$ cat src/rtl/chip_test_pkg.sv
// Shared types and default constants for the chip-tester result display sequencer.
package chip_test_pkg;

    typedef enum logic [2:0] {
        S_IDLE,
        S_LAUNCH,
        S_WAIT_DONE,
        S_SETTLE,
        S_SHOW,
        S_RELEASE
    } disp_state_t;

    localparam int unsigned DISP_HOLD_CYCLES_DEF = 50_000_000;
    localparam int unsigned DISP_TIMEOUT_DEF     = 1024;

endpackage

$ cat src/rtl/cycle_timer.sv
// Up-counter with synchronous clear and a terminal-count flag at a run-time limit.
module cycle_timer #(
    parameter int unsigned W = 8
) (
    input  logic         clk,
    input  logic         rst_n,
    input  logic         clear,
    input  logic         enable,
    input  logic [W-1:0] limit,
    output logic         terminal
);

    logic [W-1:0] count;

    always_ff @(posedge clk or negedge rst_n) begin
        if (!rst_n) begin
            count <= '0;
        end else if (clear) begin
            count <= '0;
        end else if (enable) begin
            count <= count + 1'b1;
        end
    end

    assign terminal = (count == limit);

endmodule

$ cat src/rtl/result_display_ctrl.sv
// Launches a chip test, latches and displays its result, keeps saturating tallies.
// Optional WAIT_DONE timeout is compiled in with RESULT_DISPLAY_TIMEOUT_EN.
module result_display_ctrl
    import chip_test_pkg::*;
#(
    parameter int unsigned HOLD_CYCLES    = DISP_HOLD_CYCLES_DEF,
    parameter int unsigned TIMEOUT_CYCLES = DISP_TIMEOUT_DEF,
    parameter int unsigned CNT_W          = 8
) (
    input  logic             Clk,
    input  logic             Reset_n,
    input  logic             Start,
    input  logic             Done,
    input  logic             RSLT,
    output logic             Run,
    output logic             DISP_RSLT,
    output logic             Busy,
    output logic             LED_Pass,
    output logic             LED_Fail,
    output logic             Timeout_Flag,
    output logic [CNT_W-1:0] Pass_Count,
    output logic [CNT_W-1:0] Fail_Count
);

    // One timer serves both phases, so it is sized for the longer of the two.
    localparam int unsigned TMR_MAX = (HOLD_CYCLES > TIMEOUT_CYCLES) ? HOLD_CYCLES : TIMEOUT_CYCLES;
    localparam int unsigned TMR_W   = $clog2(TMR_MAX);
    localparam logic [TMR_W-1:0] HOLD_LIM = TMR_W'(HOLD_CYCLES - 1);
`ifdef RESULT_DISPLAY_TIMEOUT_EN
    localparam logic [TMR_W-1:0] TO_LIM = TMR_W'(TIMEOUT_CYCLES - 1);
`endif

    disp_state_t      state, next_state;
    logic             start_prev;
    logic             start_rise;
    logic             tmr_clear;
    logic             tmr_en;
    logic             tmr_tc;
    logic [TMR_W-1:0] tmr_limit;
    logic             led_pass;
    logic             led_fail;
    logic [CNT_W-1:0] pass_cnt;
    logic [CNT_W-1:0] fail_cnt;

    assign start_rise = Start & ~start_prev;

    always_ff @(posedge Clk or negedge Reset_n) begin
        if (!Reset_n) begin
            state      <= S_IDLE;
            start_prev <= 1'b0;
        end else begin
            state      <= next_state;
            start_prev <= Start;
        end
    end

    always_comb begin
        next_state = state;
        tmr_clear  = 1'b0;
        tmr_en     = 1'b0;
        tmr_limit  = HOLD_LIM;
        case (state)
            S_IDLE: begin
                if (start_rise) next_state = S_LAUNCH;
            end
            S_LAUNCH: begin
                tmr_clear  = 1'b1;
                next_state = S_WAIT_DONE;
            end
            S_WAIT_DONE: begin
`ifdef RESULT_DISPLAY_TIMEOUT_EN
                tmr_en    = 1'b1;
                tmr_limit = TO_LIM;
`endif
                if (Done) begin
                    next_state = S_SETTLE;
                end
`ifdef RESULT_DISPLAY_TIMEOUT_EN
                else if (tmr_tc) begin
                    next_state = S_SHOW;
                    tmr_clear  = 1'b1;
                end
`endif
            end
            S_SETTLE: begin
                tmr_clear  = 1'b1;
                next_state = S_SHOW;
            end
            S_SHOW: begin
                tmr_en = 1'b1;
                if (tmr_tc) next_state = S_RELEASE;
            end
            S_RELEASE: begin
                next_state = S_IDLE;
            end
            default: begin
                next_state = S_IDLE;
            end
        endcase
    end

    cycle_timer #(.W(TMR_W)) u_timer (
        .clk      (Clk),
        .rst_n    (Reset_n),
        .clear    (tmr_clear),
        .enable   (tmr_en),
        .limit    (tmr_limit),
        .terminal (tmr_tc)
    );

`ifdef RESULT_DISPLAY_TIMEOUT_EN
    logic timeout_flag;
    logic timeout_hit;

    // Done has priority over a coincident terminal count.
    assign timeout_hit = (state == S_WAIT_DONE) && !Done && tmr_tc;
`endif

    always_ff @(posedge Clk or negedge Reset_n) begin
        if (!Reset_n) begin
            led_pass <= 1'b0;
            led_fail <= 1'b0;
            pass_cnt <= '0;
            fail_cnt <= '0;
`ifdef RESULT_DISPLAY_TIMEOUT_EN
            timeout_flag <= 1'b0;
`endif
        end else begin
            if (state == S_LAUNCH) begin
                led_pass <= 1'b0;
                led_fail <= 1'b0;
`ifdef RESULT_DISPLAY_TIMEOUT_EN
                timeout_flag <= 1'b0;
`endif
            end
`ifdef RESULT_DISPLAY_TIMEOUT_EN
            if (timeout_hit) begin
                timeout_flag <= 1'b1;
                led_fail     <= 1'b1;
                if (fail_cnt != '1) fail_cnt <= fail_cnt + 1'b1;
            end
`endif
            if (state == S_SETTLE) begin
                if (RSLT) begin
                    led_pass <= 1'b1;
                    if (pass_cnt != '1) pass_cnt <= pass_cnt + 1'b1;
                end else begin
                    led_fail <= 1'b1;
                    if (fail_cnt != '1) fail_cnt <= fail_cnt + 1'b1;
                end
            end
        end
    end

`ifdef RESULT_DISPLAY_TIMEOUT_EN
    assign Timeout_Flag = timeout_flag;
`else
    assign Timeout_Flag = 1'b0;
`endif

    assign Run        = (state == S_LAUNCH);
    assign DISP_RSLT  = (state == S_RELEASE);
    assign Busy       = (state != S_IDLE);
    assign LED_Pass   = led_pass;
    assign LED_Fail   = led_fail;
    assign Pass_Count = pass_cnt;
    assign Fail_Count = fail_cnt;

endmodule

$ cat config.mk
export PLATFORM = sky130hd
export DESIGN_NAME = result_display_ctrl
export DESIGN_NICKNAME = d
export VERILOG_FILES = /design/src/rtl/chip_test_pkg.sv /design/src/rtl/cycle_timer.sv /design/src/rtl/result_display_ctrl.sv
export SDC_FILE = /design/constraint.sdc
export NUM_CORES = 1
export LEC_CHECK = 0
export ABC_AREA = 1
export CAP_MARGIN = 10
export CORE_MARGIN = 2
export CORE_UTILIZATION = 41
export CTS_CLUSTER_SIZE = 8
export DETAILED_ROUTE_END_ITERATION = 8
export GPL_ROUTABILITY_DRIVEN = 0
export MAX_ROUTING_LAYER = met4
export PLACE_DENSITY = 0.59
export SYNTH_ARGS = -nofsm -noshare
export SYNTH_HDL_FRONTEND = slang
export SYNTH_SLANG_ARGS = --single-unit
$ cat constraint.sdc
create_clock -name Clk -period 2.95 [get_ports Clk]
set_input_delay 0.7375 -clock Clk [delete_from_list [all_inputs] [get_ports Clk]]
set_output_delay 0.7375 -clock Clk [all_outputs]
set_load 0.01 [all_outputs]
### Word-level counts from Yosys, hierarchy flattened

Cells that the tools add are included.

* muxes and demuxes: 14
* bitwise logic cells: 3
* reduce and logical (&&, ||, !) cells: 7
* $add $sub $neg: 3
* equal/unequal tests: 11

Operators by type and width (count)
* $mux W26: 2
* $add A26 B1 Y26 const B: 1
* $eq A26 B26 Y1 const B: 1
* $add A8 B1 Y8 const B: 2
* $ne A8 B8 Y1 const B: 2
* $pmux W3 S5: 1
* $mux W3: 3
* $reduce_and A3 Y1: 3
* $mux W1: 8
* $eq A3 B2 Y1 const B: 2
* $eq A3 B3 Y1 const B: 2
* $ne A2 B2 Y1 const B: 3
* $eq A3 B1 Y1 const B: 1
* $logic_not A3 Y1: 1
* $reduce_bool A3 Y1: 1
* $not A1 Y1: 2
* $reduce_bool A2 Y1: 1
* $reduce_or A2 Y1: 1
* $and A1 B1 Y1: 1

* output and inout bits: 22
* logic and storage cells: 45
* bits of input ports: 5
* bits in registers: 48

### Longest topological paths before layout

Gate-level depths: netlist (run 1).

* depth after elaboration: 4
* mapped depth: 9
* gate-level depth less buffers: 9

### Cells and area by module

Synthesis (run 1) repeated with hierarchy kept, for this count alone.

* cell total of the unflattened synthesis: 471
* area total of the unflattened synthesis: 3226.8 µm²

By module, submodules not included
* cycle_timer: seq. area each 650.6 µm², cells each 300, times used 1, area each 1930.6 µm²
* result_display_ctrl: seq. area each 550.5 µm², cells each 171, times used 1, area each 1296.2 µm²

### Least setup slack after synthesis (run 1)

Ideal clock, no wire load.

* kind: reg-to-output
* start: register state[1]
* end: output Run
* path slack: 1.441 ns
* cell stages (with the launch flop): 2
* data arrival time: 0.771 ns
* path through: dfrtp_1 nor3_1

* longest elaborated chain between the ends: 1

RTL lines
* from (decl): RTL line result_display_ctrl.sv:33 `disp_state_t state, next_state;`
* from (signal assigned): RTL line result_display_ctrl.sv:52 `state <= next_state;`
* $eq A3 B1 Y1: RTL line result_display_ctrl.sv:161 `assign Run = (state == S_LAUNCH);`
* to (decl): RTL line result_display_ctrl.sv:15 `output logic Run,`

Every way passes these cells.

### Final worst setup path (run 1)

Ends and elaborated chain as after synthesis.

==> qor.yml, run 1 <==
num_vias: 2276
total_power_mw: 2.09
cts_resized: 0
grt_pass1_vias: 2120
nNetsFinal: 397
critical_path.slowest_cell: "clkdlybuf4s50_1"
cp_max_fo: 6
hp-class: "primary input to async pin"
rsz0062_at_grt: "no"
fin_cells: 466
cts_hold_buf: 0
drive_gt1_share_pct: 7.97
placed_cell_area_um2: 3010
avgRoutedWirePerCell_um: 12.0
skew_ps: 8.86
fin_hold_ws_ps: 366
critPathCaptureType: "output port"
ys_warn_count: 0
status: "completed"
critPathMaxStageDelay_ps: 590
grt_max_degree: 22
path_clk_slew_ps: 90
die_h_um: 84.8
multi_input_comb_area_um2: 1300
register_area_um2: 1200
numClockSinks: 48
place_inst: 459
portBuffers: 25
numCtsBuffers: 5
synth_area_per_cell_um2: 7.48
viasPerCell: 4.88
nFillCells: 637
cp.required_ps: 2210
clockBufferDepth: 2
crit_chain: "nor3_1 > clkdlybuf4s50_1"
dieArea_um2: 7190
hold_viol_final: 0
criticalPathCategory: "flop to output port"
p_leak_nw: 1.42
dr.pass1.iters: 4
insertion_delay_ps: 300
core_um2: 6310
track_usage_pct: 17.0
finalSetupViolCount: 0
cts_root_buf: "clkbuf_8"
cts_setup_buffers: 0
timing.final.crit_share_pct: 79.7
fmax_mhz: 425
cts_tree: "built"
dr.first_iter.drc_count: 129
syn_area_um2: 2680
die_w_um: 84.8
fin_crit_ps: 2350
drv_cap: 0
syn_nets: 366
drv_slew: 0
rows: 29
grt_pass1_wl_mm: 9.70
peakVddDrop_uv: 514
power_density_nw_per_um2: 675
initial_core_util_pct: 42.4
antenna_found_initial: 0
insertedDiodeCount: 0
htreeDepth: 2
critPathLaunchType: "flop"
drc: 0
pin_count: 27
ys_seq_area_share_pct: 44.9
ys_seq_elements: 48
overflow: 0
syn_to_final_growth_pct: 15.5
finalWorstSetupSlack_ps: 599
synth_cells: 358
stdcell_area_um2: 3090
cp.arrival_ps: 1610
ant_nets: 0
hpwl_mm: 4.17
ys_types: 28
totalWireLength_mm: 5.59
utilization_pct: 48.9
setup_tns_ps: 0
dp_slack_ps: 901
[final cells by class]
type	instances	area share, %
clock buffers	6	2.35
inverters	40	4.86
flip-flops and latches	48	38.9
repair buffers	28	8.66
clock inverters	1	0.162
well taps	77	3.12
multi-input cells	266	42.0
[path summary, 6_finish.rpt]
kind	endpoint	depth (start not counted)	slack, ps	startpoint
hold reg to reg	LED_Pass$_DFF_PN0_	2	500	LED_Pass$_DFF_PN0_
setup / recovery	Run	2	600	state[1]$_DFFE_PN0P_
min in group Clk	LED_Pass$_DFF_PN0_	2	500	LED_Pass$_DFF_PN0_
setup reg to reg	u_timer.count[16]$_DFFE_PN0P_	10	1260	state[2]$_DFFE_PN0P_
max in group asynchronous	Fail_Count[1]$_DFFE_PN0P_	2	1990	Reset_n
hold / removal	u_timer.count[12]$_DFFE_PN0P_	1	370	Reset_n
[worst max-delay path: cells and delay by family, from the launching register on]
family	cells	cell delay, ps
buf+inv	1	590
flops	1	440
simple gates	1	290
[Yosys cell counts]
master / count / area share [%]
ha_1: 3 / 1.4
nand3_4: 1 / 0.65
inv_2: 2 / 0.28
nor3_2: 1 / 0.37
o21bai_2: 1 / 0.42
nor3b_1: 1 / 0.28
nand2_2: 4 / 0.93
nand3_1: 32 / 6.0
nand2_1: 100 / 14
nor3_1: 8 / 1.5
xor2_1: 5 / 1.6
nand3_2: 2 / 0.75
buf_6: 1 / 0.42
nor2_4: 4 / 1.7
o21ai_0: 15 / 2.8
conb_1: 1 / 0.14
nand3b_1: 2 / 0.56
a21oi_1: 16 / 3.0
a31oi_1: 1 / 0.23
nor2_1: 52 / 7.3
xnor2_1: 9 / 2.9
buf_4: 1 / 0.28
buf_1: 1 / 0.14
inv_1: 38 / 5.3
buf_2: 1 / 0.19
nand4_1: 2 / 0.47
nor2_2: 6 / 1.4
dfrtp_1: 48 / 45
[cells by family after synthesis]
logic type                 after synthesis  share of synthesized area [%]
and+or+nand+nor                        215                           35.9
xor gates and xnor gates                14                           4.58
buffers and inverters                   44                           6.64
adders and majority gates                3                           1.40
DFF                                     48                           44.9
other                                    1                          0.140
AOI/OAI and AO/OA                       33                           6.45
[per-layer routing]
metal  share of wire, %  global-route usage [%]  wire [um]  vias to the layer above
met5                  0                       -          0                        -
met1                 50                    23.0       2800                     1048
met4               0.86                    3.46         48                        0
li1                   -                       -          -                     1192
met3                2.3                    3.24        129                        6
met2                 47                    26.7       2610                       30
[layout by cell type, fill, tap and decap left out]
| master | instances |
|---|---|
| xor2_1 | 5 |
| nor3_1 | 8 |
| clkdlybuf4s50_1 | 24 |
| inv_2 | 2 |
| nand4_1 | 2 |
| ha_1 | 3 |
| a31oi_1 | 1 |
| o21ai_0 | 15 |
| buf_4 | 3 |
| nor2_1 | 52 |
| nand3_2 | 2 |
| nor3_2 | 1 |
| xnor2_1 | 9 |
| clkinv_2 | 1 |
| o21bai_2 | 1 |
| nand3_4 | 1 |
| clkbuf_8 | 5 |
| conb_1 | 1 |
| clkbuf_1 | 1 |
| a21oi_1 | 16 |
| nand2_2 | 4 |
| dfrtp_1 | 48 |
| nand2_1 | 100 |
| nor2_4 | 4 |
| inv_1 | 38 |
| nor3b_1 | 1 |
| nand3b_1 | 2 |
| nand3_1 | 32 |
| nor2_2 | 6 |
| buf_2 | 1 |
[sequential cells by signal, summed over array words and instances, names as in the netlist]
register	count
Fail_Count	8
LED_Fail	1
LED_Pass	1
Pass_Count	8
start_prev	1
state	3
u_timer.count	26
[power by group]
group | total (mW) | leakage, nW | internal, mW | switching (mW)
combinational | 0.816 | 0.730 | 0.352 | 0.464
sequential | 0.897 | 0.647 | 0.773 | 0.124
clock | 0.373 | 0.0410 | 0.162 | 0.211
total | 2.09 | 1.42 | 1.29 | 0.799
Note: power is estimated with default switching activity, not from simulation.
==> run 2: changes to the inputs <==
- PLACE_DENSITY: 0.59 -> 0.61
- clock period: 2.95 -> 1.95 ns (I/O delays scaled with it)
==> run 2 against run 1 <==
  * Register-to-register slack got worse by 990 ps
  * Wire length decreased by 2.9%
  * Sequential power increased by 49%
  * Largest cell class unchanged
  * Largest power group unchanged
  * Highest routed layer unchanged
==> qor.yml, run 2 (synthesis results as in run 1) <==
critPathLaunchType: "flop"
dr.first_iter.drc_count: 72  # -44%
grt.met3_usage_pct: 3.05  # -0.20 points
cts_root_buf: "clkbuf_8"
dr.pass1.iters: 5  # +1
core_um2: 6310  # unchanged
cp.arrival_ps: 1360  # -250 ps
use_met1_pct: 21.7  # -1.3 points
totalWireLength_mm: 5.43  # -2.9%
busiest_layer: "met2"
die_h_um: 84.8  # unchanged
grt_pass1_wl_mm: 9.87  # +1.8%
largest-register: "u_timer.count"
fmax_mhz: 540
total_power_mw: 3.48  # +67%
crit_chain: "buf_4 > nor3_2 > dlygate4sd2_1"
dieArea_um2: 7190  # unchanged
mostFrequentLayoutCells: "nand2_1 (100), nor2_1 (51), dfrtp_1 (48)"
status: "completed"
power_density_nw_per_um2: 1090  # +62%
crit_family: "buffers and inverters"
largest_reg_flops: 26  # unchanged
cts_tree: "built"
hold_viol_final: 0  # unchanged
cp.required_ps: 1460  # -750 ps
grt_pass1_vias: 2252  # +6.2%
num_vias: 2292  # +0.70%
hpwl_mm: 3.90  # -6.5%
setup_tns_ps: 0  # unchanged
numCtsBuffers: 5  # unchanged
p_leak_nw: 1.48  # +4.1%
cp_max_fo: 4  # -2
timing.final.crit_share_pct: 94.9
drc: 0  # unchanged
drive_gt1_share_pct: 9.92  # +2.0 points
ff2ff_setup_slack_ps: 270  # -990 ps
hp-class: "primary input to async pin"
clockBufferDepth: 2  # unchanged
drv_cap: 0  # unchanged
crit_buf_inv: 2  # +1
drv_slew: 0  # unchanged
htreeDepth: 2  # unchanged
avgRoutedWirePerCell_um: 11.5  # -3.7%
peakVddDrop_uv: 735  # +43%
viasPerCell: 4.88  # -0.15%
path_clk_slew_ps: 90  # about the same
skew_ps: 5.71  # -3.14 ps
insertedDiodeCount: 0  # unchanged
insertion_delay_ps: 290  # about the same
nNetsFinal: 401  # +1.0%
r2r_start: "state[1]$_DFFE_PN0P_"
portBuffers: 25  # unchanged
layout.cells.most_common: "nand2_1"
pin_count: 27  # unchanged
criticalPathCategory: "flop to output port"
critPathMaxStageDelay_ps: 410  # -180 ps
numClockSinks: 48  # unchanged
critical_path.slowest_cell: "dfrtp_1"
rows: 29  # unchanged
overflow: 0  # unchanged
fin_crit_ps: 1850
grt_max_degree: 49  # +120%
antenna_found_initial: 0  # unchanged
initial_core_util_pct: 42.4  # unchanged
finalSetupViolCount: 0  # unchanged
rsz0062_at_grt: "no"
track_usage_pct: 17.2  # +0.25 points
syn_to_final_growth_pct: 19.1
die_w_um: 84.8  # unchanged
gr-usage-met2_pct: 29.0  # +2.3 points
critPathCaptureType: "output port"
ant_nets: 0  # unchanged
cts_hold_buf: 0  # unchanged
cp-startpoint: "state[1]$_DFFE_PN0P_"
[run 2: changes by cell type in the layout (fill, tap and decap cells not counted), sizes merged]
| cell | before | now |
|---|---|---|
| buf | 4 | 8 |
| bufinv | 0 | 2 |
| clkbuf | 6 | 5 |
| clkdlybuf4s50 | 24 | 21 |
| clkinv | 1 | 0 |
| dlygate4sd2 | 0 | 3 |
[run 2: path summary, 6_finish.rpt]
| kind | end | cells past startpoint |
|---|---|---|
| worst max-delay path | Run | 3 |
| worst min-delay path | u_timer.count[15]$_DFFE_PN0P_ | 2 |
| worst max register to register | u_timer.count[16]$_DFFE_PN0P_ | 10 |
| worst min register to register | LED_Pass$_DFF_PN0_ | 2 |
| max in group asynchronous | Pass_Count[5]$_DFFE_PN0P_ | 2 |
| min in group Clk | LED_Pass$_DFF_PN0_ | 2 |
[run 2: metal layers]
layer,vias to the layer above,wire (um)
met5,-,0
met1,1065,2660
met2,27,2610
li1,1198,-
met4,0,24
met3,2,136
[run 2: metrics by stage]
stage	cell area (um2)	hold slack [ps]	std cells	utilization (%)	setup slack, ps
floorplan	2680	192	358	-	468
global placement	3020	477	458	47.8	180
detailed placement	3020	472	458	47.8	159
CTS	3190	168	470	50.5	79.0
global route	3190	191	470	50.5	24.8
finish	3190	160	470	50.5	98.8
[run 2: power breakdown]
group / internal (mW) / switching [mW] / total (mW)
sequential: 1.17 / 0.176 / 1.34
combinational: 0.578 / 0.734 / 1.31
clock: 0.505 / 0.321 / 0.825
[run 2: cell type report]
cell class                      instances  area (um2)
Fill cell                             626        3130
Multi-Input combinational cell        266        1310
Sequential cell                        48        1200
Timing Repair Buffer                   32         307
Inverter                               40         150
Tap cell                               77        96.3
Clock buffer                            5        68.8
Clock inverter                          2        60.1
[run 2: repair_timing]
action	CTS	global route
endpoints found under the setup margin	3	0
resized for setup	6	0
buffers inserted	5	0
==> run 3: changes to the inputs <==
- CORE_MARGIN: 2 -> not set
- CORE_UTILIZATION: 41 -> 45
- GPL_TIMING_DRIVEN: not set -> 0
- PLACE_DENSITY: 0.61 -> 0.66
==> run 3 against run 2 <==
  * Clock skew fell by 0.50 ps
  * Via count rose by 1.2%
  * Final area down 0.67%
  * Global-route usage increased by 2.9 points
  * Register-to-register slack gained 70 ps
  * Critical endpoint is now DISP_RSLT
  * Largest cell class unchanged
==> qor.yml, run 3 (synthesis results as in run 1) <==
status: "completed"
nNetsFinal: 403  # +0.50%
track_usage_pct: 20.1  # +2.9 points
reg2reg_depth: 10  # unchanged
hold_viol_final: 0  # unchanged
core_um2: 5610  # -11%
drive_gt1_share_pct: 10.4  # +0.43 points
power_density_nw_per_um2: 1050  # -3.6%
hpwl_mm: 3.95  # +1.4%
nFillCells: 570  # -8.9%
critPathLaunchType: "flop"
syn_to_final_growth_pct: 18.3
portBuffers: 25  # unchanged
dp_slack_ps: 150  # -8.64 ps
grt_pass1_wl_mm: 9.54  # -3.4%
fin_cells: 468  # -0.43%
mostFrequentLayoutCells: "nand2_1 (100), nor2_1 (51), dfrtp_1 (48)"
skew_ps: 5.21  # -0.502 ps
cp.required_ps: 1460  # about the same
overflow: 0  # unchanged
largest-register: "u_timer.count"
drv_cap: 0  # unchanged
ant_nets: 0  # unchanged
viasPerCell: 4.96  # +1.6%
place_inst: 456  # -0.44%
utilization_pct: 56.5  # +6.0 points
insertion_delay_ps: 310  # +20 ps
drv_slew: 0  # unchanged
finalSetupViolCount: 0  # unchanged
clockBufferDepth: 2  # unchanged
numClockSinks: 48  # unchanged
die_w_um: 79.1  # -6.7%
insertedDiodeCount: 0  # unchanged
grt_pass1_vias: 2153  # -4.4%
fmax_mhz: 535  # -0.89%
avgRoutedWirePerCell_um: 11.9  # +2.8%
cts_hold_buf: 0  # unchanged
timing.final.crit_share_pct: 95.8  # +0.85 points
critical_path.slowest_cell: "dfrtp_1"
peakVddDrop_uv: 689  # -6.2%
dr.pass1.iters: 5  # unchanged
totalWireLength_mm: 5.55  # +2.3%
critPathMaxStageDelay_ps: 410  # about the same
antenna_found_initial: 0  # unchanged
cts_root_buf: "clkbuf_8"
p_leak_nw: 1.47  # -0.59%
total_power_mw: 3.33  # -4.2%
die_h_um: 79.1  # -6.7%
setup_tns_ps: 0  # unchanged
dr.first_iter.drc_count: 151  # +110%
fin_crit_ps: 1870  # +16.5 ps
drc: 0  # unchanged
layout.cells.most_common: "nand2_1"
htreeDepth: 2  # unchanged
register_area_um2: 1200  # unchanged
crit_chain: "buf_4 > nor3_1 > dlygate4sd2_1"
cp_max_fo: 4  # unchanged
hp-class: "primary input to async pin"
critPathCaptureType: "output port"
pin_count: 27  # unchanged
dieArea_um2: 6260  # -13%
num_vias: 2319  # +1.2%
finalWorstSetupSlack_ps: 82.2  # -16.5 ps
rsz0062_at_grt: "no"
numCtsBuffers: 5  # unchanged
cts_tree: "built"
criticalPathCategory: "flop to output port"
path_clk_slew_ps: 90  # about the same
grt_max_degree: 37  # -24%
multi_input_comb_area_um2: 1310  # unchanged
cp.arrival_ps: 1380  # +20 ps
rows: 27  # -6.9%
initial_core_util_pct: 47.7  # +5.3 points
largest_reg_flops: 26  # unchanged
-- run 3: final timing paths --
kind | to | startpoint | slack [ps]
min in group Clk | LED_Fail$_DFF_PN0_ | LED_Fail$_DFF_PN0_ | 500
setup reg to reg | u_timer.count[24]$_DFFE_PN0P_ | state[0]$_DFFE_PN0P_ | 340
hold reg to reg | LED_Fail$_DFF_PN0_ | LED_Fail$_DFF_PN0_ | 500
hold / removal | u_timer.count[12]$_DFFE_PN0P_ | Reset_n | 70
max in group asynchronous | u_timer.count[23]$_DFFE_PN0P_ | Reset_n | 1390
setup / recovery | DISP_RSLT | state[1]$_DFFE_PN0P_ | 80
-- run 3: final cells by class --
type / instances / area share (%)
inverter: 40 / 4.74
clock buffer: 6 / 2.61
tap: 72 / 2.84
multi-input combinational: 266 / 41.2
sequential: 48 / 37.9
clock inverter: 2 / 0.474
buffer: 4 / 0.869
timing repair buffer: 30 / 9.32
-- run 3: repair_timing --
action,CTS,global route
setup buffers,3,1
resized for setup,4,2
endpoints found under the setup margin,3,2
-- run 3: per-stage QoR --
step           area [um2]  hold slack [ps]
6_report             3170             66.4
2_1_floorplan        2680              192
4_1_cts              3150             77.1
3_3_place_gp         3020              483
5_1_grt              3170             76.6
3_5_place_dp         3030              420
-- run 3: power by group --
part / leakage [nW] / switching [mW] / internal (mW) / total, mW
Sequential: 0.647 / 0.174 / 1.17 / 1.34
Clock: 0.0434 / 0.363 / 0.288 / 0.650
Combinational: 0.777 / 0.741 / 0.601 / 1.34
Total: 1.47 / 1.28 / 2.06 / 3.33
-- run 3: worst max-delay path: cells and delay by family, from the launching register on --
kind / cells / cell delay, ps
buffers and inverters: 2 / 450
DFF: 1 / 410
and+or+nand+nor: 1 / 210
-- run 3: layer usage --
| metal | track usage (%) | share of wire (%) | vias to the layer above |
|---|---|---|---|
| li1 | - | - | 1202 |
| met1 | 24.3 | 49 | 1081 |
| met2 | 34.0 | 47 | 34 |
| met3 | 4.83 | 3.4 | 2 |
| met4 | 4.36 | 0.34 | 0 |
| met5 | - | 0 | - |
